==> config.mk <==
export PLATFORM = sky130hd
export DESIGN_NAME = dct8_stream_engine
export DESIGN_NICKNAME = d
export VERILOG_FILES = /design/src/rtl/dct8_pkg.sv /design/src/rtl/dct8_coef_rom.sv /design/src/rtl/dct8_stream_engine.sv
export SDC_FILE = /design/constraint.sdc
export NUM_CORES = 1
export LEC_CHECK = 0
export ABC_CLOCK_PERIOD_IN_PS = 17900
export CORE_UTILIZATION = 61
export DETAILED_ROUTE_END_ITERATION = 16
export PLACE_DENSITY = 0.8
export SYNTH_ARGS = -nofsm -noshare
export SYNTH_HDL_FRONTEND = slang
export SYNTH_SLANG_ARGS = --single-unit
==> constraint.sdc <==
create_clock -name clk -period 17.9 [get_ports clk]
set_input_delay 3.58 -clock clk [delete_from_list [all_inputs] [get_ports clk]]
set_output_delay 3.58 -clock clk [all_outputs]
set_load 0.03 [all_outputs]
==> src/rtl/dct8_pkg.sv <==
// dct8_pkg: shared constants, state type and
// quantised coefficient generator for the DCT engine.
package dct8_pkg;

   localparam int N     = 8;
   localparam int IDX_W = $clog2(N);

   typedef enum logic [1:0] {
      ST_LOAD,
      ST_COMPUTE,
      ST_OUTPUT
   } dct8_state_e;

   // cos(m*pi/16) scaled by 2^24, m = 0..8
   function automatic longint cos_q24(input int m);
      longint r;
      case (m)
         0:       r = 64'sd16777216;
         1:       r = 64'sd16454846;
         2:       r = 64'sd15500126;
         3:       r = 64'sd13949745;
         4:       r = 64'sd11863283;
         5:       r = 64'sd9320922;
         6:       r = 64'sd6420363;
         7:       r = 64'sd3273072;
         default: r = 64'sd0;
      endcase
      return r;
   endfunction

   // C[k][n] rounded half away from zero to frac bits
   function automatic int dct8_coef(
      input int k,
      input int n,
      input int frac
   );
      int     m;
      int     sh;
      bit     neg;
      longint v;
      m = ((2 * n + 1) * k) % 32;
      if (m > 16) m = 32 - m;
      neg = 1'b0;
      if (m > 8) begin
         m   = 16 - m;
         neg = 1'b1;
      end
      // v = C * 2^25; a(0)*cos(0) equals cos(pi/4)/2
      v  = (k == 0) ? cos_q24(4) : cos_q24(m);
      sh = 25 - frac;
      if (sh > 0)
         v = (v + (64'sd1 <<< (sh - 1))) >>> sh;
      else
         v = v <<< (-sh);
      return neg ? -int'(v) : int'(v);
   endfunction

endpackage

==> src/rtl/dct8_coef_rom.sv <==
// dct8_coef_rom: combinational C[k][n] lookup,
// table built at elaboration from the package function.
module dct8_coef_rom
   import dct8_pkg::*;
#(
   parameter int COEF_FRAC = 12
) (
   input  logic [IDX_W-1:0]            k_i,
   input  logic [IDX_W-1:0]            n_i,
   output logic signed [COEF_FRAC+1:0] coef_o
);

   localparam int CW = COEF_FRAC + 2;

   function automatic logic [N*N*CW-1:0] build_rom();
      logic [N*N*CW-1:0] t;
      int                c;
      t = '0;
      for (int k = 0; k < N; k++) begin
         for (int n = 0; n < N; n++) begin
            c = dct8_coef(k, n, COEF_FRAC);
            t[(k * N + n) * CW +: CW] = c[CW-1:0];
         end
      end
      return t;
   endfunction

   localparam logic [N*N*CW-1:0] ROM = build_rom();

   // row k, column n of the coefficient matrix
   always_comb begin
      coef_o = $signed(ROM[int'({k_i, n_i}) * CW +: CW]);
   end

endmodule

==> src/rtl/dct8_stream_engine.sv <==
// dct8_stream_engine: 8-sample block load, serial
// 64-cycle MAC (forward or inverse DCT), buffered output.
module dct8_stream_engine
   import dct8_pkg::*;
#(
   parameter int IN_W      = 8,
   parameter int OUT_W     = 12,
   parameter int COEF_FRAC = 12
) (
   input  logic                    clk,
   input  logic                    clr,
   input  logic                    mode,
   input  logic                    in_valid,
   output logic                    in_ready,
   input  logic signed [IN_W-1:0]  in_data,
   output logic                    out_valid,
   input  logic                    out_ready,
   output logic signed [OUT_W-1:0] out_data,
   output logic                    out_last,
   output logic                    busy
);

   localparam int CW = COEF_FRAC + 2;
   localparam int PW = IN_W + CW;
   localparam int AW = IN_W + COEF_FRAC + 5;

   localparam logic [IDX_W-1:0] LAST = IDX_W'(N - 1);

   localparam logic signed [AW-1:0] HALF =
      {{(AW-COEF_FRAC){1'b0}}, 1'b1,
       {(COEF_FRAC-1){1'b0}}};
   localparam logic signed [AW-1:0] SAT_HI =
      {{(AW-OUT_W+1){1'b0}}, {(OUT_W-1){1'b1}}};
   localparam logic signed [AW-1:0] SAT_LO =
      {{(AW-OUT_W+1){1'b1}}, {(OUT_W-1){1'b0}}};

   dct8_state_e state_q, state_d;

   logic [IDX_W-1:0] cnt_q, cnt_d;
   logic [IDX_W-1:0] oi_q, oi_d;
   logic [IDX_W-1:0] ii_q, ii_d;
   logic [IDX_W-1:0] oidx_q, oidx_d;
   logic             mode_q, mode_d;

   logic signed [AW-1:0] acc_q, acc_d;

   logic                    out_valid_q, out_valid_d;
   logic                    out_last_q, out_last_d;
   logic signed [OUT_W-1:0] out_data_q, out_data_d;

   logic signed [IN_W-1:0]  xbuf_q [N];
   logic signed [IN_W-1:0]  xbuf_d [N];
   logic signed [OUT_W-1:0] obuf_q [N];
   logic signed [OUT_W-1:0] obuf_d [N];

   logic [IDX_W-1:0]     rom_k;
   logic [IDX_W-1:0]     rom_n;
   logic signed [CW-1:0] coef;

   logic signed [IN_W-1:0]  xv;
   logic signed [PW-1:0]    x_ext;
   logic signed [PW-1:0]    c_ext;
   logic signed [PW-1:0]    prod;
   logic signed [AW-1:0]    prod_ext;
   logic signed [AW-1:0]    sum;
   logic signed [AW-1:0]    rnd;
   logic signed [AW-1:0]    shr;
   logic signed [OUT_W-1:0] res;

   dct8_coef_rom #(
      .COEF_FRAC (COEF_FRAC)
   ) u_rom (
      .k_i    (rom_k),
      .n_i    (rom_n),
      .coef_o (coef)
   );

   // MAC datapath; inverse mode reads the transposed matrix
   always_comb begin
      rom_k    = mode_q ? ii_q : oi_q;
      rom_n    = mode_q ? oi_q : ii_q;
      xv       = xbuf_q[ii_q];
      x_ext    = {{CW{xv[IN_W-1]}}, xv};
      c_ext    = {{IN_W{coef[CW-1]}}, coef};
      prod     = x_ext * c_ext;
      prod_ext = {{(AW-PW){prod[PW-1]}}, prod};
      sum      = acc_q + prod_ext;
      rnd      = sum + HALF;
      shr      = rnd >>> COEF_FRAC;
      if (shr > SAT_HI)
         res = SAT_HI[OUT_W-1:0];
      else if (shr < SAT_LO)
         res = SAT_LO[OUT_W-1:0];
      else
         res = shr[OUT_W-1:0];
   end

   // next-state logic for the LOAD/COMPUTE/OUTPUT sequence
   always_comb begin
      state_d     = state_q;
      cnt_d       = cnt_q;
      oi_d        = oi_q;
      ii_d        = ii_q;
      oidx_d      = oidx_q;
      mode_d      = mode_q;
      acc_d       = acc_q;
      out_valid_d = out_valid_q;
      out_last_d  = out_last_q;
      out_data_d  = out_data_q;
      xbuf_d      = xbuf_q;
      obuf_d      = obuf_q;
      unique case (state_q)
         ST_LOAD: begin
            if (in_valid) begin
               xbuf_d[cnt_q] = in_data;
               if (cnt_q == '0) mode_d = mode;
               cnt_d = cnt_q + 1'b1;
               if (cnt_q == LAST) begin
                  state_d = ST_COMPUTE;
                  oi_d    = '0;
                  ii_d    = '0;
                  acc_d   = '0;
               end
            end
         end
         ST_COMPUTE: begin
            ii_d = ii_q + 1'b1;
            if (ii_q == LAST) begin
               obuf_d[oi_q] = res;
               acc_d        = '0;
               oi_d         = oi_q + 1'b1;
               if (oi_q == LAST) begin
                  state_d     = ST_OUTPUT;
                  oidx_d      = '0;
                  out_valid_d = 1'b1;
                  out_last_d  = 1'b0;
                  out_data_d  = obuf_q[0];
               end
            end else begin
               acc_d = sum;
            end
         end
         ST_OUTPUT: begin
            if (out_ready) begin
               if (oidx_q == LAST) begin
                  state_d     = ST_LOAD;
                  out_valid_d = 1'b0;
                  out_last_d  = 1'b0;
                  out_data_d  = '0;
               end else begin
                  oidx_d     = oidx_q + 1'b1;
                  out_data_d = obuf_q[oidx_q + 1'b1];
                  out_last_d = (oidx_q + 1'b1) == LAST;
               end
            end
         end
         default: state_d = ST_LOAD;
      endcase
   end

   // control and output registers, cleared by clr
   always_ff @(posedge clk or posedge clr) begin
      if (clr) begin
         state_q     <= ST_LOAD;
         cnt_q       <= '0;
         oi_q        <= '0;
         ii_q        <= '0;
         oidx_q      <= '0;
         mode_q      <= 1'b0;
         acc_q       <= '0;
         out_valid_q <= 1'b0;
         out_last_q  <= 1'b0;
         out_data_q  <= '0;
      end else begin
         state_q     <= state_d;
         cnt_q       <= cnt_d;
         oi_q        <= oi_d;
         ii_q        <= ii_d;
         oidx_q      <= oidx_d;
         mode_q      <= mode_d;
         acc_q       <= acc_d;
         out_valid_q <= out_valid_d;
         out_last_q  <= out_last_d;
         out_data_q  <= out_data_d;
      end
   end

   // sample and result buffers, fully rewritten each block
   always_ff @(posedge clk) begin
      xbuf_q <= xbuf_d;
      obuf_q <= obuf_d;
   end

   assign in_ready  = (state_q == ST_LOAD);
   assign busy      = (state_q != ST_LOAD);
   assign out_valid = out_valid_q;
   assign out_last  = out_last_q;
   assign out_data  = out_data_q;

endmodule

==> results of run 1 <==
[routing by layer]
metal / track usage, % / share of wire (%) / vias to the layer above
li1: - / - / 4616
met5: 0 / 0 / -
met1: 37.95 / 40 / 5101
met3: 4.168 / 7.5 / 55
met2: 49.34 / 51 / 432
met4: 6.774 / 1.8 / 0
[placed cells by master (no fill, tap or decap), drive strengths merged, types with 15 or more instances in the layout]
master         count
a211oi            15
a21oi             68
a22o              18
buf               33
clkbuf            33
clkdlybuf4s50     28
dfrtp             54
edfxtp           160
fa               121
ha                77
inv              137
mux4              40
nand2            125
nand2b            21
nor2              98
nor2b             33
nor3              25
o21ai             73
xnor2             30
[state kept, by name, indices dropped and copies added, names as in the netlist]
| register | cells |
|---|---|
| obuf_q | 96 |
| xbuf_q | 64 |
| acc_q | 25 |
| out_data | 12 |
| cnt_q | 3 |
| ii_q | 3 |
| oi_q | 3 |
| oidx_q | 3 |
| state_q | 2 |
| mode_q | 1 |
| out_last | 1 |
| out_valid | 1 |
[stage by stage]
stage | instances | hold slack (ps) | worst slack [ps] | utilization, % | area [um^2]
after global placement | 1630 | 462.9 | 8698 | 64.96 | 15800
after global routing | 1671 | 507.0 | 7570 | 67.91 | 16520
after floorplan | 1307 | 449.8 | 8814 | - | 15080
final | 1671 | 481.7 | 8322 | 67.91 | 16520
after CTS | 1671 | 485.2 | 8380 | 67.91 | 16520
after detailed placement | 1630 | 469.9 | 8414 | 64.96 | 15800
[worst max-delay path, delay by kind of cell (launching register included)]
family | cells | cell delay (ps)
muxes | 1 | 690
buffers and inverters | 6 | 630
AOI/OAI and AO/OA | 5 | 1290
adders and majority gates | 9 | 4040
DFF | 1 | 840
and+or+nand+nor | 5 | 1210
xor gates and xnor gates | 2 | 530
[kinds of logic after synthesis]
| group | after synthesis | share of synthesized area (%) |
|---|---|---|
| AO/OA/AOI/OAI | 244 | 10.46 |
| XOR/XNOR | 38 | 2.398 |
| adder cells (fa/ha/maj) | 203 | 22.79 |
| buffers and inverters | 197 | 5.011 |
| flip-flops | 214 | 40.82 |
| multiplexers | 61 | 7.425 |
| AND/OR/NAND/NOR | 350 | 11.10 |
[final cells by class]
class	instances	area, um^2	share of cell area, %
clock buffer	33	623.1	3.773
clock inverter	8	95.09	0.5758
inverter	135	506.7	3.068
tap	324	405.4	2.455
multi-input combinational	896	8202	49.66
timing repair buffer	61	528.0	3.197
sequential	214	6156	37.27
[final timing paths]
| check | from | to |
|---|---|---|
| min | acc_q[5]$_DFFE_PP0P_ | acc_q[5]$_DFFE_PP0P_ |
| max reg2reg | mode_q$_DFFE_PP0P_ | obuf_q[3]$_DFFE_PP_ |
| max in group asynchronous | clr | acc_q[17]$_DFFE_PP0P_ |
| min in group asynchronous | clr | ii_q[0]$_DFFE_PP0P_ |
| max | mode_q$_DFFE_PP0P_ | obuf_q[3]$_DFFE_PP_ |
| min reg2reg | acc_q[5]$_DFFE_PP0P_ | acc_q[5]$_DFFE_PP0P_ |
==> impl_metrics.ini, run 1 <==
[cts]
clock_latency_ps = 510
clk_pin_slew_ps = 60
cts.repair.resized = 0
cts_tree = done
postCtsSetupBuffers = 0
clock-sinks = 214
htreeDepth = 1
clockBufferDepth = 3
postCtsHoldBufs = 0
root_buffer = clkbuf_16
numCtsBuffers = 23

[floorplanning]
core_area_um2 = 24320
fp.dieW_um = 159.2
die_y_um = 159.2
io_pins = 29
initial_core_util_pct = 62.02
fp-row-count = 57
die_area_um2 = 25360

[synth]
async_flop_share_pct = 25.23
yosysTopAreaCellShare_pct = 31.86
ys_ff_latch = 214
post-synth-top-area-cell = edfxtp_1
synth_edf_count = 160
yosys_warnings = 0
yosysMostFrequentCell = edfxtp_1
synth_area_per_cell_um2 = 11.54
synthDistinctLibCells = 81
syn-num-nets = 1518
seq_area_frac_synth_pct = 40.82
synth_area_leaders = edfxtp_1 32%, fa_1 16%, dfrtp_1 9.0%, ha_1 6.4%, mux4_2 6.0%
netlist_instances = 1307
syn_area_um2 = 15080
synth_common_cells = 160 x edfxtp_1, 135 x inv_1, 125 x nand2_1
ys.flop_type = edfxtp_1

[timing]
rsz0062_at_grt = no
hold_viol = 0
slew_viol_final = 0
max_slew_margin_pct = 18.25
fmax_mhz = 104.4
setup_violations = 0
post-route-min-period_ps = 9578
fin_crit_sh_pct = 53.51
worst_slew_pin_slew_ps = 1224
clock_skew_ps = 15.39
fin_tns_setup_ps = 0

[setup_path]
path_max_fanout = 25
cp.arrival_ps = 9780
crit_top_cell = inv_1
worstSetupEndpointType = flop
r2r_slack_ps = 8320
crit_path_start_kind = flop
r2r_cells = 28
worstPathRequired_ps = 18100
cpMaxStageDelayCell = dfrtp_1
slowest_delay_ps = 840
criticalPathCategory = flop to flop

[drt]
wl_per_cell_um = 20.51
routed_via_density = 6.107
drc = 0
drtPass1Iterations = 8
ant_nets = 0
vias = 10200
wirelength_um = 34280
drt_iter0_drc = 1077

[finish]
drive_above_1_share_pct = 10.99
antenna-diode-count = 0
final.fill_count = 1657
nNetsFinal = 1542
area_growth_pct = 9.507

[place]
port_buffers = 28
gp_congestion = 0.9217
dp.final_hpwl_um = 23750

[global_route]
overflow = 0
grt_util_all_layers_pct = 28.41
grt_pass1_wl_um = 56450
antenna_found_initial = 0
grt_pass1_vias = 10710
grt_max_degree = 55

[status]
status = finished clean

[hold_path]
hold_depth = 2
hold_class = flop to flop

[flow_run]
drv_cap = 0
Power of run 1 is not shown: default switching activity piles up to over one toggle a cycle in this logic, so the estimate is an artifact.
==> inputs of run 2 (changes only) <==
--- a/config.mk
+++ b/config.mk
@@ -5,8 +5,8 @@
 export SDC_FILE = /design/constraint.sdc
 export NUM_CORES = 1
 export LEC_CHECK = 0
-export ABC_CLOCK_PERIOD_IN_PS = 17900
-export CORE_UTILIZATION = 61
+export ABC_CLOCK_PERIOD_IN_PS = 8000
+export CORE_UTILIZATION = 58
 export DETAILED_ROUTE_END_ITERATION = 16
 export PLACE_DENSITY = 0.8
 export SYNTH_ARGS = -nofsm -noshare
==> constraint.sdc (replaced) <==
create_clock -name clk -period 8 [get_ports clk]
set_input_delay 1.6 -clock clk [delete_from_list [all_inputs] [get_ports clk]]
set_output_delay 1.6 -clock clk [all_outputs]
set_load 0.03 [all_outputs]
==> impl_metrics.ini, run 2 (synthesized netlist as in run 1, its figures left out) <==
[status]
status = finished with violations
violations = negative setup slack

[floorplanning]
initial_core_util_pct = 59.55
io_pins = 29
fp-row-count = 58
fp.dieW_um = 163.3
core_area_um2 = 25330
die_y_um = 163.3
die_area_um2 = 26650

[timing]
hold_viol = 0
post-route-min-period_ps = 8143
slew_viol_final = 0
layout_setup_ws_ps = -142.8
clock_skew_ps = 20.43
worst_slew_pin_slew_ps = 1336
setup_violations = 23
max_slew_margin_pct = 10.77
fmax_mhz = 122.8
fin_tns_setup_ps = -1967
fin_crit_sh_pct = 101.8

[finish]
nNetsFinal = 1656
top_regs = obuf_q x96, xbuf_q x64, acc_q x25
final_cell_mix = 160 x edfxtp_1, 134 x buf_4, 129 x inv_1, 124 x nand2_1, 118 x fa_1
drive_above_1_share_pct = 23.65
final.fill_count = 1594
final_common_cell = edfxtp_1
regMostFlops = obuf_q
final_area_um2 = 17990
area_growth_pct = 19.28
antenna-diode-count = 0
largest_register_ffs = 96

[setup_path]
criticalPathCategory = flop to flop
worstPathRequired_ps = 8250
path_max_fanout = 7
cp.arrival_ps = 8390
crit_path_start_kind = flop
worstSetupEndpointType = flop
cpMaxStageDelayCell = or4_4
slowest_delay_ps = 610

[global_route]
grt_pass1_wl_um = 58480
grt_util_all_layers_pct = 28.32
overflow = 0
grt_max_degree = 55
grt_pass1_vias = 11230
antenna_found_initial = 0

[drt]
vias = 11140
drtPass1Iterations = 5
routed_via_density = 6.225
drt_iter0_drc = 1335
wl_per_cell_um = 21.56
wirelength_um = 38570
drc = 0
ant_nets = 0

[cts]
cts_tree = done
numCtsBuffers = 20
root_buffer = clkbuf_16
htreeDepth = 1
clock_latency_ps = 500
clock-sinks = 214
clockBufferDepth = 3
clk_pin_slew_ps = 80
postCtsHoldBufs = 0

[place]
placed_area_um2 = 16560
port_buffers = 28
gp_congestion = 0.8873
dp.final_hpwl_um = 25980

[flow_run]
drv_cap = 0

[hold_path]
hold_class = flop to flop
-- run 2: metal layers --
layer,wire [um],vias to the layer above,share of wire (%),track usage [%]
met4,1186,0,3.1,9.133
met1,14860,5562,39,37.58
met5,0,-,0,0
met2,19550,605,51,47.86
li1,-,4851,-,-
met3,2983,118,7.7,4.241
-- run 2: path summary, 6_finish.rpt --
kind | from | to | slack (ps) | cells past startpoint
setup reg to reg | mode_q$_DFFE_PP0P_ | obuf_q[20]$_DFFE_PP_ | -140 | 29
hold / removal | out_data[8]$_DFFE_PP0P_ | out_data[8]$_DFFE_PP0P_ | 480 | 2
min in group asynchronous | clr | ii_q[0]$_DFFE_PP0P_ | 1630 | 3
hold reg to reg | out_data[8]$_DFFE_PP0P_ | out_data[8]$_DFFE_PP0P_ | 480 | 2
max in group asynchronous | clr | mode_q$_DFFE_PP0P_ | 5810 | 3
setup / recovery | mode_q$_DFFE_PP0P_ | obuf_q[20]$_DFFE_PP_ | -140 | 29
-- run 2: area by class of cell --
type                            instances  area (um^2)  area share, %
Clock buffer                           24        515.5          2.865
Timing Repair Buffer                  178         1536          8.541
Clock inverter                         12        150.1         0.8346
Sequential cell                       214         6158          34.23
Tap cell                              330        412.9          2.295
Multi-Input combinational cell        896         8702          48.37
Inverter                              135        514.2          2.859
-- run 2: timing repair --
item / in CTS / in global routing
setup endpoints to repair: 80 / 96
buffers inserted: 1 / 27
cloned: 0 / 1
resized for setup: 10 / 108
pin swaps: 1 / 42
-- run 2: stage by stage --
stage          setup slack, ps  std cells  hold slack [ps]  utilization (%)
6_report                -142.8       1789            484.3            71.03
5_1_grt                 -383.9       1789            505.2            71.03
4_1_cts                  4.850       1762            488.1            68.19
3_5_place_dp            -219.2       1725            477.9            65.39
3_3_place_gp             4.649       1725            462.9            65.39
2_1_floorplan            56.21       1307            449.8                -
-- run 2: worst max-delay path: cells and delay by family (launching register included) --
family          cells  cell delay [ps]
simple gates        5             1210
xor+xnor            1              290
buf+inv             7              780
flops               1              490
mux                 1              370
fa+ha+maj           8             2850
compound gates      7             1860
Power of run 2 is left out for the same reason.
==> RTL change 1, RTL diff (flow settings as in run 2) <==
Take the reset off `out_data_q` and load it in a clocked block of its own.
--- a/src/rtl/dct8_stream_engine.sv
+++ b/src/rtl/dct8_stream_engine.sv
@@ -171,5 +171,4 @@
          out_valid_q <= 1'b0;
          out_last_q  <= 1'b0;
-         out_data_q  <= '0;
       end else begin
          state_q     <= state_d;
@@ -182,6 +181,9 @@
          out_valid_q <= out_valid_d;
          out_last_q  <= out_last_d;
-         out_data_q  <= out_data_d;
       end
+   end
+
+   always_ff @(posedge clk) begin
+      out_data_q <= out_data_d;
    end
 
Check against the original RTL: no difference found for any inputs over 4 cycles, from zero or initial values; that may be too few to reach the edited logic, so the function may still have changed.
==> RTL change 1 against run 2 <==
The run still ends with negative setup slack left. Worst setup slack improved by 0.081 ns. First-iteration DRC count fell by 13%. Area after synthesis is 1.6% lower. Routed wire length decreased by 2.4%. Sequential cell count stayed put. Die area is 1.5% lower. Count of clock-buffer cells in the layout rose by 3. Worst hold slack gained 0.0044 ns. Core utilization is 0.80 points lower. Final area fell by 1.7%. Critical endpoint is now obuf_q[48].
Power is not shown: default switching activity piles up to over one toggle a cycle in this logic, so the estimate is an artifact.
==> RTL change 1: results (changes against run 2) <==
- Primary FF master, synth: edfxtp_1
- Number of diodes: 0 (unchanged)
- Hold Crit Class: reg2reg
- Share of layout cells above drive strength 1: 24.7% (+1.0 points)
- RD Place Congestion: 0.973 (+9.6%)
- Final TNS setup: -2.36 ns (-0.389 ns)
- Clock Pin Slew Worst Setup and Hold Paths: 0.07 ns
- Initial DRT Pass Iterations: 6 (+1)
- Post-synthesis mux area share: 8.15% (+0.72 points)
- Dpl ws: -0.0869 ns (+0.132 ns)
- Slowest stage cell, crit path: fa_1
- Vias after detailed routing: 10,600 (-4.8%)
- NumNets Final: 1,565 (-5.5%)
- Seq/Total Area, Yosys: 41.9% (+1.0 points)
- CTS Root Cell: clkbuf_16
- Largest net degree at the start of global routing: 43 (-22%)
- Worst-margin pin slew: 1.32 ns (-0.0115 ns)
- Post-synth EDFFs: 172 (+7.5%)
- DRT iter0 DRCs: 1,159 (-13%)
- Top post-synthesis cells by count: edfxtp_1 (172), inv_1 (143), fa_1 (121)
- Failing checks: negative setup slack
- Critical path's largest stage delay: 0.53 ns (-0.08 ns)
- Post-synthesis adder-cell area fraction: 22.8% (about the same)
- Delay-heaviest family, CP: adder cells
- Largest regs: obuf_q (96), xbuf_q (64), acc_q (25)
- Area contributors post-synth: edfxtp_1 (35%), fa_1 (16%), dfrtp_1 (7.1%)
- GRT Util Overall: 28.0% (-0.34 points)
- Hpwl dp: 25.1 mm (-3.4%)
- First-pass GRT wire length: 57.0 mm (-2.5%)
- Post-synth ARST share: 19.6% (-5.6 points)
- Yosys warns: 0 (unchanged)
- IO Port Bufs: 28 (unchanged)
- Setup slack after layout: -0.0618 ns (+0.0810 ns)
- Worst Skew: 0.0210 ns (+0.000527 ns)
- Yosys cell types: 75 (-7.4%)
- Initial antenna violation count: 0 (unchanged)
- Status: complete, but fails checks
- Longest Clk Path Bufs: 3 (unchanged)
- CTS H-tree lvls: 1 (unchanged)
- Synth Area in XOR/XNOR: 2.47% (+0.071 points)
- Worst skew pair latency: 0.52 ns (+0.02 ns)
- Syn_nets: 1,448 (-4.6%)
- Post-synthesis compound-gate area fraction: 10.4% (-0.063 points)
- Crit path arrival time: 8.30 ns (-0.09 ns)
- Final setup viols: 71 (+210%)
- Routed wire length per instance: 22.1 um (+2.7%)
- Placed Area: 16,200 um2 (-2.4%)
- CTS Buf Count: 22 (+10%)
- Crit-path max FO: 27 (+20)
[RTL change 1: final timing paths]
kind | start | endpoint | cells past startpoint
worst max-delay path | mode_q | obuf_q[48] | 30
worst min-delay path | acc_q[9] | acc_q[9] | 2
worst max register to register | mode_q | obuf_q[48] | 30
worst min register to register | acc_q[9] | acc_q[9] | 2
max in group asynchronous | clr | ii_q[1] | 2
min in group asynchronous | clr | out_last | 2
[RTL change 1: worst reg2reg max path, delay by kind of cell (launching register included)]
kind                     cells  cell delay [ns]
AO/OA/AOI/OAI                6             1.61
XOR/XNOR                     1             0.17
multiplexers                 1             0.27
AND/OR/NAND/NOR              7             1.20
flip-flops                   1             0.46
adder cells (fa/ha/maj)      6             2.67
buffers and inverters        9             1.39
[RTL change 1: final cells by class]
class	count	area, um2
flip-flops and latches	214	6220
fillers	1564	7500
inverters	144	543
clock inverters	13	86.3
well taps	330	413
clock buffers	27	569
repair buffers	151	1320
multi-input cells	821	8530
[RTL change 1: metal layers]
metal / GRT usage (%) / wire length, um / up-vias
li1: - / - / 4605
met1: 38.6 / 14900 / 5356
met2: 46.9 / 18800 / 525
met3: 3.68 / 2880 / 111
met4: 7.85 / 1110 / 0
met5: 0 / 0 / -
[RTL change 1: timing repair]
action,in CTS,in global routing
cloned,0,1
gates resized for setup,3,135
buffers inserted,0,27
pin swaps,0,40
setup endpoints to repair,16,96
hold buffers,0,0
[RTL change 1: cell families after synthesis]
group,Yosys count
muxes,70
AOI/OAI and AO/OA,225
adders and majority gates,198
DFF,214
buffers and inverters,202
and+or+nand+nor,287
xor gates and xnor gates,41
[RTL change 1: per-stage QoR]
step           std cells  hold slack [ns]
3_5_place_dp        1632            0.472
4_1_cts             1672            0.486
6_report            1700            0.489
3_3_place_gp        1632            0.463
5_1_grt             1700            0.523
2_1_floorplan       1237            0.450
==> RTL change 2, RTL diff (config.mk and constraints of run 2) <==
Without the edit above. `COEF_FRAC` is set to 12 in 2 places; all go to 11.
--- a/src/rtl/dct8_coef_rom.sv
+++ b/src/rtl/dct8_coef_rom.sv
@@ -4,5 +4,5 @@
    import dct8_pkg::*;
 #(
-   parameter int COEF_FRAC = 12
+   parameter int COEF_FRAC = 11
 ) (
    input  logic [IDX_W-1:0]            k_i,
--- a/src/rtl/dct8_stream_engine.sv
+++ b/src/rtl/dct8_stream_engine.sv
@@ -6,5 +6,5 @@
    parameter int IN_W      = 8,
    parameter int OUT_W     = 12,
-   parameter int COEF_FRAC = 12
+   parameter int COEF_FRAC = 11
 ) (
    input  logic                    clk,
Behaviour: same outputs for any inputs over 4 cycles, from zero or initial values; that may be too few to reach the edited logic, so the function may still have changed.
==> RTL change 2 against run 2 <==
Routed wire length fell by 5.9%. First-iteration DRC count fell by 19%. Largest cell class unchanged. Worst setup slack improved by 0.31 ns. Sequential cell count fell by 1. Clock skew fell by 0.0075 ns. Sequential share of layout area rose by 1.4 points. Final area fell by 4.3%. Area after synthesis fell by 3.5%.
Power is left out: the tool's default activity adds up to more than one toggle a clock period on the data nets, which glitch-free logic cannot reach.
==> RTL change 2: results (changes against run 2) <==
- CLK BUF: 30 (+25%)
- Non-clk invs: 126 (-6.7%)
- #MultiIn Comb: 822 (-8.3%)
- Post-synth ARST share: 24.9% (-0.35 points)
- Yosys warns: 0 (unchanged)
- Clock Pin Slew Worst Setup and Hold Paths: 0.06 ns (-0.02 ns)
- CTS Buf Count: 22 (+10%)
- Max-Slew Margin vs Limit: 13.6% (+2.8 points)
- Hpwl dp: 23.5 mm (-9.5%)
- WL met2: 18.3 mm (-6.4%)
- Crit-path max FO: 8 (+1)
- R2R setup slack: 0.17 ns (+0.31 ns)
- RD Place Congestion: 0.919 (+3.5%)
- Slowest stage cell, crit path: fa_1
- Buffering overhead: 6.61% (-1.9 points)
- Buffers, non-clock: 132 (-26%)
- Fill count: 1,543 (-3.2%)
- First-pass GRT wire length: 56.5 mm (-3.4%)
- Area contributors post-synth: edfxtp_1 (33%), fa_1 (16%), dfrtp_1 (9.1%)
- Clock-cell share: 4.29% (+0.59 points)
- Fraction of area in multi-input gates: 48.4% (about the same)
- Initial DRT Pass Iterations: 6 (+1)
- Routed WL: 36.3 mm (-5.9%)
- Highest Signal Layer: met4
- Syn_nets: 1,414 (-6.9%)
- Worst Skew: 0.0129 ns (-0.00753 ns)
- Status: finished, final reports clean
- Flip-flop and latch count: 213 (-0.47%)
- DRT iter0 DRCs: 1,075 (-19%)
- Top post-synthesis cells by count: edfxtp_1 (160), inv_1 (125), fa_1 (114)
- Largest net degree at the start of global routing: 54 (-1.8%)
- Path depth of the worst reg2reg path: 33 (+14%)
- Hold Crit Class: reg2reg
- # rows: 57 (-1.7%)
- Vias after detailed routing: 10,300 (-7.3%)
- Min Hold Slack: 0.477 ns (-0.00764 ns)
- WHS Endpoint: out_data[10]
- GRT Util Overall: 28.2% (-0.096 points)
- Seq/Total Area, Yosys: 42.1% (+1.3 points)
- Critical path's largest stage delay: 0.53 ns (-0.08 ns)
- Longest Clk Path Bufs: 3 (unchanged)
- Yosys cell types: 77 (-4.9%)
- Dpl ws: -0.337 ns (-0.118 ns)
- Share of layout cells above drive strength 1: 22.1% (-1.5 points)
- RR Endpoint: obuf_q[16]
- Sequential share of cell area: 35.6% (+1.4 points)
- Wire length on met3: 2.79 mm (-6.6%)
- NumNets Final: 1,519 (-8.3%)
- Post-synth EDFFs: 160 (unchanged)
- Hold Crit Start: out_data[10]
- Met1 Wirelength: 14.1 mm (-5.4%)
- Largest regs: obuf_q (96), xbuf_q (64), acc_q (24)
[RTL change 2: worst max path at each step]
stage,start,end,slack [ns],cells past startpoint
detailed placement,mode_q,obuf_q[85],-0.34,28
finish,mode_q,obuf_q[16],0.17,33
floorplan,mode_q,obuf_q[10],0.05,31
global placement,mode_q,obuf_q[53],-0.22,28
global route,mode_q,obuf_q[38],-0.11,35
CTS,mode_q,obuf_q[95],0.007,25
[RTL change 2: kinds of logic (layout without fill, tap and decap cells)]
group           after synthesis  count (layout)  synth area share [%]
xor+xnor                     43              43                  2.69
fa+ha+maj                   189             189                  22.1
buf+inv                     180             298                  4.80
simple gates                299             299                  9.55
flops                       213             213                  42.1
compound gates              217             219                  10.2
mux                          71              72                  8.45
[RTL change 2: through the flow]
step	cells	cell area [um2]	utilization, %	setup TNS [ns]
CTS	1641	16600	67.9	0
global placement	1598	15800	64.5	-15.69
floorplan	1212	14600	-	0
finish	1657	17200	70.4	0
global route	1657	17200	70.4	-7.14
detailed placement	1598	15800	64.5	-25.76
[RTL change 2: worst max-delay path, delay by kind of cell (launching register included)]
family | cells | cell delay, ns
adder cells (fa/ha/maj) | 7 | 2.57
AO/OA/AOI/OAI | 8 | 1.64
buffers and inverters | 11 | 1.29
flip-flops | 1 | 0.45
AND/OR/NAND/NOR | 4 | 0.67
XOR/XNOR | 1 | 0.23
multiplexers | 2 | 0.65
[RTL change 2: repair_timing]
item	CTS	global route
gates cloned	1	2
pin swaps	3	33
buffers inserted	2	14
resized for setup	9	91
endpoints found under the setup margin	88	96
[RTL change 2: metal layers]
metal	up-vias	track usage [%]
met2	559	48.5
met4	0	8.31
met5	-	0
met1	5177	37.5
li1	4485	-
met3	106	3.87
